===== config.mk =====
export PLATFORM = sky130hd
export DESIGN_NAME = reg_file_alu_pipe
export DESIGN_NICKNAME = d
export VERILOG_FILES = /design/src/rtl/reg_file_alu_pipe_pkg.sv /design/src/rtl/reg_file_alu_pipe_alu_core.sv /design/src/rtl/reg_file_alu_pipe.sv
export SDC_FILE = /design/constraint.sdc
export NUM_CORES = 1
export LEC_CHECK = 0
export ABC_CLOCK_PERIOD_IN_PS = 3900
export CAP_MARGIN = 20
export CORE_MARGIN = 4
export CORE_UTILIZATION = 40
export DETAILED_ROUTE_END_ITERATION = 7
export GPL_TIMING_DRIVEN = 0
export HOLD_SLACK_MARGIN = 0.1
export PLACE_DENSITY = 0.54
export SETUP_SLACK_MARGIN = 0.02
export SLEW_MARGIN = 20
export SYNTH_ARGS = -nofsm -noshare
export SYNTH_HDL_FRONTEND = slang
export SYNTH_SLANG_ARGS = --single-unit
export TNS_END_PERCENT = 20

===== constraint.sdc =====
create_clock -name clk -period 3.9 [get_ports clk]
set_clock_uncertainty 0.05 [all_clocks]
set_input_delay 0.78 -clock clk [delete_from_list [all_inputs] [get_ports clk]]
set_output_delay 0.78 -clock clk [all_outputs]
set_load 0.1 [all_outputs]

===== src/rtl/reg_file_alu_pipe_pkg.sv =====
// Shared types for the register-file + ALU datapath: ALU opcode encoding and flag bundle.
package reg_file_alu_pkg;

    localparam int ALU_OP_W = 3;
    localparam int FLAGS_W  = 3;

    typedef enum logic [ALU_OP_W-1:0] {
        ALU_AND = 3'd0,
        ALU_OR  = 3'd1,
        ALU_ADD = 3'd2,
        ALU_SUB = 3'd3,
        ALU_XOR = 3'd4,
        ALU_SLT = 3'd5,
        ALU_SHL = 3'd6,
        ALU_SHR = 3'd7
    } alu_op_t;

    typedef struct packed {
        logic overflow;
        logic carry;
        logic zero;
    } alu_flags_t;

endpackage


===== src/rtl/reg_file_alu_pipe_alu_core.sv =====
// Combinational ALU: unsigned modulo arithmetic with carry/borrow, signed overflow and zero flags.
module alu_core
    import reg_file_alu_pkg::*;
#(
    parameter int DATA_W = 8
) (
    input  logic [DATA_W-1:0] a,
    input  logic [DATA_W-1:0] b,
    input  alu_op_t           op,
    output logic [DATA_W-1:0] result,
    output alu_flags_t        flags
);

    localparam int SH_W = $clog2(DATA_W);
    localparam int MSB  = DATA_W - 1;

    // One extra bit holds carry-out for ADD and borrow for SUB.
    logic [DATA_W:0]   sum_ext;
    logic [DATA_W:0]   diff_ext;
    logic [SH_W-1:0]   shamt;

    assign sum_ext  = {1'b0, a} + {1'b0, b};
    assign diff_ext = {1'b0, a} - {1'b0, b};
    assign shamt    = b[SH_W-1:0];

    always_comb begin
        result         = '0;
        flags.overflow = 1'b0;
        flags.carry    = 1'b0;
        case (op)
            ALU_AND: result = a & b;
            ALU_OR:  result = a | b;
            ALU_ADD: begin
                result         = sum_ext[DATA_W-1:0];
                flags.carry    = sum_ext[DATA_W];
                flags.overflow = (a[MSB] == b[MSB]) && (sum_ext[MSB] != a[MSB]);
            end
            ALU_SUB: begin
                result         = diff_ext[DATA_W-1:0];
                flags.carry    = diff_ext[DATA_W];
                flags.overflow = (a[MSB] != b[MSB]) && (diff_ext[MSB] != a[MSB]);
            end
            ALU_XOR: result = a ^ b;
            ALU_SLT: result = {{(DATA_W-1){1'b0}}, ($signed(a) < $signed(b))};
            ALU_SHL: result = a << shamt;
            ALU_SHR: result = a >> shamt;
            default: result = '0;
        endcase
        flags.zero = (result == '0);
    end

endmodule


===== src/rtl/reg_file_alu_pipe.sv =====
// Two-stage register-file + ALU core: ID captures operands (with EX->ID bypass),
// EX computes, then result/flags register and write-back happen on the same edge.
module reg_file_alu_pipe
    import reg_file_alu_pkg::*;
#(
    parameter int DATA_W = 8,
    parameter int NREGS  = 16,
    localparam int AW    = $clog2(NREGS)
) (
    input  logic              clk,
    input  logic              reset,
    input  logic              in_valid,
    input  logic [AW-1:0]     RA1,
    input  logic [AW-1:0]     RA2,
    input  logic [AW-1:0]     WA,
    input  logic              RegWrite,
    input  logic              ALUSrc,
    input  logic [2:0]        ALUControl,
    input  logic [DATA_W-1:0] external_data_in,
    output logic              out_valid,
    output logic [DATA_W-1:0] ALUResult,
    output logic [2:0]        flags
);

    logic [DATA_W-1:0] regs_reg [NREGS];

    logic              ex_valid_reg;
    logic              ex_we_reg;
    logic [AW-1:0]     ex_wa_reg;
    alu_op_t           ex_op_reg;
    logic [DATA_W-1:0] ex_a_reg;
    logic [DATA_W-1:0] ex_b_reg;

    logic [DATA_W-1:0] alu_result;
    alu_flags_t        alu_flags;
    logic              wb_en;
    logic [NREGS-1:0]  wr_sel;
    logic [DATA_W-1:0] opa_next;
    logic [DATA_W-1:0] rb_next;
    logic [DATA_W-1:0] opb_next;

    alu_core #(.DATA_W(DATA_W)) u_alu (
        .a      (ex_a_reg),
        .b      (ex_b_reg),
        .op     (ex_op_reg),
        .result (alu_result),
        .flags  (alu_flags)
    );

    // Register 0 is excluded here, so it is neither written nor a bypass source.
    assign wb_en = ex_valid_reg && ex_we_reg && (ex_wa_reg != '0);

    generate
        for (genvar gi = 0; gi < NREGS; gi++) begin : g_wr_sel
            if (gi == 0) begin : g_zero
                assign wr_sel[gi] = 1'b0;
            end else begin : g_reg
                assign wr_sel[gi] = wb_en && (ex_wa_reg == AW'(gi));
            end
        end
    endgenerate

    always_ff @(posedge clk) begin
        for (int i = 0; i < NREGS; i++) begin
            if (reset) begin
                regs_reg[i] <= '0;
            end else if (wr_sel[i]) begin
                regs_reg[i] <= alu_result;
            end
        end
    end

    // Operand read with bypass of the value being written back on this same edge.
    always_comb begin
        opa_next = '0;
        rb_next  = '0;
        if (RA1 != '0) begin
            opa_next = (wb_en && (ex_wa_reg == RA1)) ? alu_result : regs_reg[RA1];
        end
        if (RA2 != '0) begin
            rb_next = (wb_en && (ex_wa_reg == RA2)) ? alu_result : regs_reg[RA2];
        end
        opb_next = ALUSrc ? external_data_in : rb_next;
    end

    always_ff @(posedge clk) begin
        if (reset) begin
            ex_valid_reg <= 1'b0;
            ex_we_reg    <= 1'b0;
            ex_wa_reg    <= '0;
            ex_op_reg    <= ALU_AND;
            ex_a_reg     <= '0;
            ex_b_reg     <= '0;
        end else begin
            ex_valid_reg <= in_valid;
            if (in_valid) begin
                ex_we_reg <= RegWrite;
                ex_wa_reg <= WA;
                ex_op_reg <= alu_op_t'(ALUControl);
                ex_a_reg  <= opa_next;
                ex_b_reg  <= opb_next;
            end
        end
    end

    always_ff @(posedge clk) begin
        if (reset) begin
            out_valid <= 1'b0;
            ALUResult <= '0;
            flags     <= '0;
        end else begin
            out_valid <= ex_valid_reg;
            if (ex_valid_reg) begin
                ALUResult <= alu_result;
                flags     <= alu_flags;
            end
        end
    end

endmodule

-- Yosys cells after proc, flatten, opt, wreduce, memory -nomap -nowiden
Memories as Yosys holds them, arrays and structs flattened.
Cells that the tools add are included.
- memories: 1
- bits in writable memories: 128
- register bits: 37
- output and inout port bits: 12
- logic and storage cells: 156
- input bits: 28
- shift-type cells: 2
- order comparisons: 1
- reduce and logical (&&, ||, !) cells: 26
- add/sub/neg operators: 2
- equal/unequal tests: 28
- bitwise gates (word level): 18
- muxes and demuxes: 69
- memory list (name ; depth ; bits a word ; read ports ; clocked after Yosys merged registers in ; wr ports ; RTL line ; RTL):
    regs_reg ; 16 ; 8 ; 2 ; 0 ; 16 ; reg_file_alu_pipe.sv:25 ; logic [DATA_W-1:0] regs_reg [NREGS];
- operators by type and width (operator ; number):
    8-bit 2-to-1 mux ; 20
    8-bit case mux with 8 select lines ; 1
    1-bit 2-to-1 mux ; 47
    4-bit equality test, second input constant ; 8
    1-bit logical AND ; 21
    4-bit by 3-bit equality test with 1-bit output, second input constant ; 4
    1-bit OR ; 15
    3-bit equality test, second input constant ; 4
    4-bit nonzero test ; 3
    8-bit by 8-bit adder with 9-bit output ; 1
    8-bit by 8-bit subtractor with 9-bit output ; 1
    8-bit bitwise AND ; 1
    4-bit by 2-bit equality test with 1-bit output, second input constant ; 2
    4-bit equality test ; 2
    8-bit zero test ; 1
    8-bit less-than comparator ; 1
    8-bit OR ; 1
    8-bit by 3-bit left shift with 8-bit output ; 1
    8-bit by 3-bit >> shifter with 8-bit output ; 1
    8-bit bitwise XOR ; 1
    3-bit by 2-bit equality test with 1-bit output, second input constant ; 2
    4-bit by 1-bit equality test with 1-bit output, second input constant ; 1
    2-bit case mux with 2 select lines ; 1
    3-bit by 1-bit equality test with 1-bit output, second input constant ; 1
    3 further kinds ; 5

-- Depth between registers and ports, before layout
Gate-level depths: netlist of the first run.
- depth in word-level cells: 7
- mapped depth: 12
- gate-level depth less buffers: 11

-- Cells and area by module
A second synthesis of the first run with hierarchy kept.
- cell total of the unflattened synthesis: 957
- area, all modules: 10027.1 µm²
- by module, submodules not included (module ; cells an instance ; area each (µm²) ; instances ; sequential area each (µm²)):
    reg_file_alu_pipe ; 693 ; 8185.4 ; 1 ; 4344.2
    alu_core ; 264 ; 1841.8 ; 1 ; 0.0

-- Least setup slack after synthesis of the first run
No wires, ideal clock.
- path type: input -> register
- start: in RA1[0]
- end: reg ex_a_reg[4]
- slack: 1083 ps
- data required time: 3733 ps
- buffers on the path: 2
- setup time: 117 ps
- data arrival time: 2650 ps
- cell stages on the path: 7
- path through: buf_2 > buf_2 > mux4_2 > mux4_2 > nand2_1 > o21ai_0 > a22o_1
- cells in the longest elaborated chain, start to end: 4
- elaborated cells between the ends (all ways): 6
- those cells by class: 1 x eq/ne; 2 x mux; 2 x reduce/logical; 1 x memory
- ends and longest elaborated chain (what ; RTL line ; RTL):
    start: declaration ; reg_file_alu_pipe.sv:13 ; input logic [AW-1:0] RA1,
    parallel branches: the longest is 3 deep, another holds memory read 16 x 8 bit ; -- ;
    8-bit 2-to-1 mux * ; reg_file_alu_pipe.sv:77 ; if (RA1 != '0) begin
    end signal: assignment ; reg_file_alu_pipe.sv:100 ; ex_a_reg <= opa_next;
    end: declaration ; reg_file_alu_pipe.sv:31 ; logic [DATA_W-1:0] ex_a_reg;
Mark *: on every way between the ends.
A chain may end at the register's enable or synchronous reset.

==> results of run 1 <==
layout by cell type, fill, tap and decap left out, types with 5 or more instances in the layout:
| cell type | netlist | final |
|---|---|---|
| buf_4 | 6 | 18 |
| o21a_1 | 5 | 5 |
| clkdlybuf4s50_1 | 0 | 34 |
| buf_2 | 21 | 22 |
| mux2i_1 | 23 | 23 |
| nor2_1 | 180 | 180 |
| a221oi_1 | 6 | 6 |
| mux4_2 | 68 | 68 |
| inv_1 | 28 | 28 |
| dfxtp_1 | 37 | 37 |
| a211o_1 | 6 | 6 |
| nor2b_1 | 15 | 15 |
| o21ai_0 | 38 | 28 |
| mux2_2 | 18 | 18 |
| a21oi_1 | 23 | 23 |
| nand2b_1 | 10 | 10 |
| buf_1 | 5 | 5 |
| a22o_1 | 17 | 17 |
| o21ai_1 | 1 | 11 |
| nor3_1 | 9 | 9 |
| a211oi_1 | 14 | 14 |
| clkbuf_1 | 35 | 41 |
| clkbuf_16 | 0 | 18 |
| ha_1 | 25 | 25 |
| edfxtp_1 | 120 | 120 |
| o211ai_1 | 5 | 5 |
| nand2_1 | 57 | 57 |
| xnor2_1 | 6 | 6 |
| a311oi_1 | 6 | 6 |
| nand3_1 | 12 | 12 |
per-stage QoR:
| stage | TNS, ps | area (um2) | util [%] | worst slack (ps) | cells |
|---|---|---|---|---|---|
| finish | 0 | 11190 | 46.29 | 164.4 | 1287 |
| global route | 0 | 11190 | 46.29 | 50.01 | 1287 |
| CTS | 0 | 11180 | 46.26 | 245.0 | 1287 |
| detailed placement | -32.88 | 10660 | 44.09 | -32.88 | 1256 |
| global placement | -2264 | 10540 | 43.61 | -228.8 | 1243 |
| floorplan | 0 | 9797 | - | 1083 | 885 |
layer usage:
| metal | global-route usage (%) | wire, um |
|---|---|---|
| met1 | 34.44 | 13650 |
| met4 | 9.452 | 1172 |
| met2 | 40.61 | 15870 |
| met3 | 4.317 | 2622 |
| met5 | 0 | 18 |
logic make-up (layout without fill, tap and decap cells):
| group | after synthesis | after routing | share of synthesized area [%] |
|---|---|---|---|
| flip-flops | 157 | 157 | 44.34 |
| AND/OR/NAND/NOR | 315 | 315 | 14.19 |
| buffers and inverters | 98 | 176 | 4.330 |
| multiplexers | 109 | 109 | 20.05 |
| adder cells (fa/ha/maj) | 27 | 27 | 3.602 |
| AO/OA/AOI/OAI | 171 | 171 | 12.77 |
| XOR/XNOR | 8 | 8 | 0.7152 |
worst max-delay path, delay by kind of cell, from the launching register on:
kind / cells / cell delay (ps)
buffers and inverters: 2 / 920
adder cells (fa/ha/maj): 1 / 480
AND/OR/NAND/NOR: 2 / 220
flip-flops: 1 / 390
AO/OA/AOI/OAI: 3 / 1250
multiplexers: 1 / 130
power by group through the flow:
stage / clock, mW / sequential, mW / combinational [mW]
after floorplan: 0 / 1.97 / 0.532
after global placement: 0 / 1.95 / 0.854
after detailed placement: 0 / 1.95 / 0.866
after CTS: 1.54 / 1.91 / 0.869
after global routing: 1.61 / 1.92 / 0.940
final: 1.53 / 1.92 / 0.881
worst paths after layout:
check                    from              to
setup reg to reg  ex_b_reg[2]  regs_reg[4][4]
setup / recovery  ex_b_reg[2]  regs_reg[4][4]
hold reg to reg      flags[2]        flags[2]
hold / removal       flags[2]        flags[2]
final cells by class:
| type | instances | area [um2] | area share (%) |
|---|---|---|---|
| sequential | 157 | 4344 | 38.81 |
| inverter | 30 | 112.6 | 1.006 |
| clock buffer | 25 | 486.7 | 4.349 |
| buffer | 68 | 311.5 | 2.784 |
| timing repair buffer | 47 | 435.4 | 3.890 |
| multi-input combinational | 630 | 5057 | 45.19 |
| tap | 324 | 405.4 | 3.622 |
| clock inverter | 6 | 38.79 | 0.3466 |
==> summary.txt, run 1 <==
Final layout
  • Share of cells above drive strength 1: 17.86%
  • Nets: 1,006
  • Filler cell count: 2,267
  • P&R area growth vs syn: 14.24%
  • Diodes inserted: 0
  • Max reg flops: 120

Floorplanning
  • Core Area: 24,180 um2
  • Die ar.: 27,060 um2
  • Num ports: 40
  • Die Width: 164.5 um
  • Starting Density: 40.52%
  • Vert. Die Dim: 164.5 um
  • Cell Rows: 57

Timing
  • Fmax: 267.7 MHz
  • Final Cycle Share: 95.79%
  • Final Hold Fails: 0
  • RSZ-0062 raised after global routing: no
  • Tmin final: 3736 ps
  • Worst slew pin tran: 1040 ps
  • WHS: 419.8 ps
  • Final setup viols: 0
  • Max Slew Vio Count: 0
  • Relative slew slack: 30.56%

Critical path
  • CP arrival: 3850 ps
  • Critical path cell sequence: clkinv_1 > ha_1 > a211oi_1 > nor3_1 > a31o_2 > mux2i_1 > o22ai_2 > clkbuf_1 > nor2_1
  • CP Launch Type: register
  • Path type of the worst setup path: register to register
  • Worst Path Max Fanout: 10
  • R2r worst-path depth: 9
  • R2R Setup Slk: 160 ps
  • CP max-delay cell: o22ai_2
  • Worst path max stage delay: 630 ps
  • Worst Path Required: 4010 ps
  • Critical Path End Type: register

Synthesis
  • Yosys warning total: 0
  • Sequential share of the synthesized area: 44.34%
  • Most common cell in the netlist: nor2_1
  • FFs w/ async S/R, synth: 0%
  • Register bit total from synthesis: 157
  • Avg Cell Area, Syn: 11.07 um2
  • Synth top area share: 36.78%
  • Post-Syn Instances: 885
  • Top cells by area, synth: edfxtp_1 (37%), mux4_2 (16%), dfxtp_1 (7.6%)
  • Synth area leader: edfxtp_1
  • Mapped Area: 9797 um2
  • Mapped Nets: 940
  • Number of flops mapped to enable cells by yosys: 120
  • Yosys cell types: 76
  • Top post-synthesis cells by count: nor2_1 (180), edfxtp_1 (120), mux4_2 (68)
  • Predominant post-synthesis flop cell: edfxtp_1

Drt
  • WL/cell: 25.90 um
  • 1st-iter DRT viols: 1,097
  • DRT Pass-1 Iters: 6
  • Vias: 7,899
  • Final WL: 33.33 mm
  • Post-DRT Antenna Nets: 0
  • Routed vias/inst: 6.138
  • DRC viols: 0

Pwr
  • Leakage: 3.944 nW
  • Power Internal: 3.040 mW
  • Final Power: 4.329 mW
  • Worst vdd ir: 0.3221 mV
  • Comb power frac: 20.4%
  • Psw: 1.289 mW
  • Clock power frac: 35.4%
  • Sw Ratio: 29.78%
  • Power Dens Cells: 386.8 nW/um2
  • Sequential share of power: 44.2%

Global route
  • Number of global-route vias before repair: 7,627
  • Pin count of the biggest net entering global routing: 17
  • GRT overflow: 0
  • Total Routing Usage GR: 25.24%
  • First-pass GRT wire length: 49.87 mm
  • Initial antenna violation count: 1

Min path
  • Hold Path Class: register to register
  • Hold path cells: 2

Clocking
  • Number of setup buffers added after CTS: 0
  • CTS Hold Bufs: 0
  • CTS root buf: clkbuf_16
  • Sink Count: 157
  • Resized cells post-CTS: 0
  • H-tree levels: 4
  • Clk buf depth: 2
  • TritonCTS Buffers: 17
  • Worst-skew pair later-pin latency: 430 ps
  • CTS tree: built
  • Register clock-pin slew on the reported worst setup and hold paths: 70 ps

Placement
  • # port buffers: 34
  • Final HPWL DP: 24.67 mm
  • Routability Congestion: 0.8825

Run
  • Max-Cap Viols: 0

Run status
  • Status: complete, no violations
Note: power is estimated with default switching activity, not from simulation.
==> run 2, diff against run 1 <==
--- a/config.mk
+++ b/config.mk
@@ -14,8 +14,7 @@
 export HOLD_SLACK_MARGIN = 0.1
 export PLACE_DENSITY = 0.54
 export SETUP_SLACK_MARGIN = 0.02
-export SLEW_MARGIN = 20
+export SKIP_CTS_REPAIR_TIMING = 1
 export SYNTH_ARGS = -nofsm -noshare
 export SYNTH_HDL_FRONTEND = slang
 export SYNTH_SLANG_ARGS = --single-unit
-export TNS_END_PERCENT = 20
==> summary.txt, run 2 (same netlist as run 1, synthesis figures left out) <==
Run status
  • Status: complete, no violations

Clocking
  • Clk buf depth: 2 (unchanged)
  • Sink Count: 157 (unchanged)
  • CTS root buf: clkbuf_16
  • TritonCTS Buffers: 17 (unchanged)
  • H-tree levels: 4 (unchanged)
  • CTS tree: built
  • Register clock-pin slew on the reported worst setup and hold paths: 70 ps (about the same)
  • Worst-skew pair later-pin latency: 430 ps (about the same)

Floorplanning
  • Starting Density: 40.52% (unchanged)
  • Cell Rows: 57 (unchanged)
  • Die Width: 164.5 um (unchanged)
  • Core Area: 24,180 um2 (unchanged)
  • Vert. Die Dim: 164.5 um (unchanged)
  • Die ar.: 27,060 um2 (unchanged)
  • Num ports: 40 (unchanged)

Timing
  • Relative slew slack: 27.87% (-2.7 points)
  • Worst slew pin tran: 1080 ps (+40.23 ps)
  • Final Hold Fails: 0 (unchanged)
  • RSZ-0062 raised after global routing: no
  • Tmin final: 3762 ps (+26.37 ps)
  • Final Cycle Share: 96.46% (+0.68 points)
  • Fmax: 265.8 MHz (-0.70%)
  • Max Slew Vio Count: 0 (unchanged)
  • Final setup viols: 0 (unchanged)

Critical path
  • Worst path max stage delay: 790 ps (+160 ps)
  • CP arrival: 3870 ps (+20 ps)
  • Critical path cell sequence: inv_1 > ha_1 > buf_2 > nor2_1 > o211ai_1 > nand3b_1 > a21oi_1 > a41oi_2 > clkbuf_1 > nor2_1
  • Most numerous cell on the critical path: nor2_1
  • Worst Path Max Fanout: 11 (+1)
  • Worst Path Required: 4010 ps (about the same)
  • Critical Path End Type: register
  • CP Launch Type: register
  • Path type of the worst setup path: register to register
  • CP max-delay cell: a41oi_2
  • Delay-heaviest family, CP: compound AO/OA/AOI/OAI gates
  • Bufs and invs on worst path: 3 (+1)

Final layout
  • P&R area growth vs syn: 14.34% (about the same)
  • Filler cell count: 2,283 (+0.71%)
  • Commonest non-fill, non-tap cells in the layout: nor2_1 (180), edfxtp_1 (120), mux4_2 (68)
  • Storage element area: 4344 um2 (unchanged)
  • Max reg flops: 120 (unchanged)
  • Area of the multi-input gates: 5044 um2 (-0.27%)
  • Nets: 1,004 (-0.20%)
  • Commonest non-fill, non-tap cell in the layout: nor2_1
  • Share of cells above drive strength 1: 17.78% (-0.085 points)
  • Fin util: 46.33% (about the same)
  • Final std cells w/o fill: 1,286 (-0.078%)
  • Diodes inserted: 0 (unchanged)

Placement
  • Routability Congestion: 0.8825 (unchanged)
  • Final HPWL DP: 24.55 mm (-0.47%)
  • Placed insts: 1,253 (-0.24%)
  • # port buffers: 34 (unchanged)

Global route
  • First-pass GRT wire length: 49.65 mm (-0.44%)
  • Initial antenna violation count: 0 (-1)
  • GRT overflow: 0 (unchanged)
  • Pin count of the biggest net entering global routing: 17 (unchanged)
  • Total Routing Usage GR: 25.15% (-0.083 points)
  • Number of global-route vias before repair: 7,531 (-1.3%)

Drt
  • 1st-iter DRT viols: 903 (-18%)
  • Vias: 7,828 (-0.90%)
  • DRT Pass-1 Iters: 8 (+2)
  • Routed vias/inst: 6.087 (-0.82%)
  • Final WL: 33.24 mm (-0.29%)
  • WL/cell: 25.84 um (-0.21%)
  • Post-DRT Antenna Nets: 0 (unchanged)
  • DRC viols: 0 (unchanged)

Min path
  • Hold Path Class: register to register

Pwr
  • Final Power: 4.419 mW (+2.1%)
  • Power Dens Cells: 394.5 nW/um2 (+2.0%)
  • Leakage: 3.943 nW (about the same)
  • Worst vdd ir: 0.3085 mV (-4.3%)

Run
  • Max-Cap Viols: 0 (unchanged)
-- run 2: changes by cell type in the layout (fill, tap and decap cells not counted), sizes merged --
cell      before  now
buf           46   43
inv           28   30
bufinv         0    1
clkbuf        60   59
clkinv         7    6
clkinvlp       1    2
-- run 2: path summary, 6_finish.rpt --
check                   start              to  slack [ps]  cells after the start
setup reg to reg  ex_a_reg[4]  regs_reg[3][0]         140                     10
hold reg to reg      flags[2]        flags[2]         420                      2
hold / removal       flags[2]        flags[2]         420                      2
setup / recovery  ex_a_reg[4]  regs_reg[3][0]         140                     10
-- run 2: area by class of cell --
| type | instances | area share, % |
|---|---|---|
| buffer | 68 | 2.781 |
| clock buffer | 23 | 4.278 |
| clock inverter | 9 | 0.7595 |
| inverter | 30 | 1.005 |
| multi-input combinational | 630 | 45.02 |
| sequential | 157 | 38.78 |
| tap | 324 | 3.619 |
| timing repair buffer | 45 | 3.753 |
-- run 2: metal layers --
layer	GRT usage (%)	routed length, um
met3	3.743	2439
met1	35.55	14200
met4	7.297	816
met5	0	0
met2	40.53	15780
-- run 2: stage by stage --
stage	hold slack, ps	TNS, ps	cell area (um2)	worst slack, ps
after floorplan	402.2	0	9797	1083
after global placement	396.4	-2264	10540	-228.8
after detailed placement	413.0	-66.08	10630	-66.08
after CTS	425.5	0	11200	223.6
after global routing	432.7	0	11200	62.19
final	423.8	0	11200	138.0
-- run 2: worst min-delay path, stage by stage, from the launching register on --
cell and delay, ps:
dfxtp_1 320, nand2_1 50, a21oi_1 50
-- run 2: where the power goes --
part	internal (mW)	switching, mW
combinational	0.318	0.562
clock	0.935	0.690
sequential	1.86	0.0562
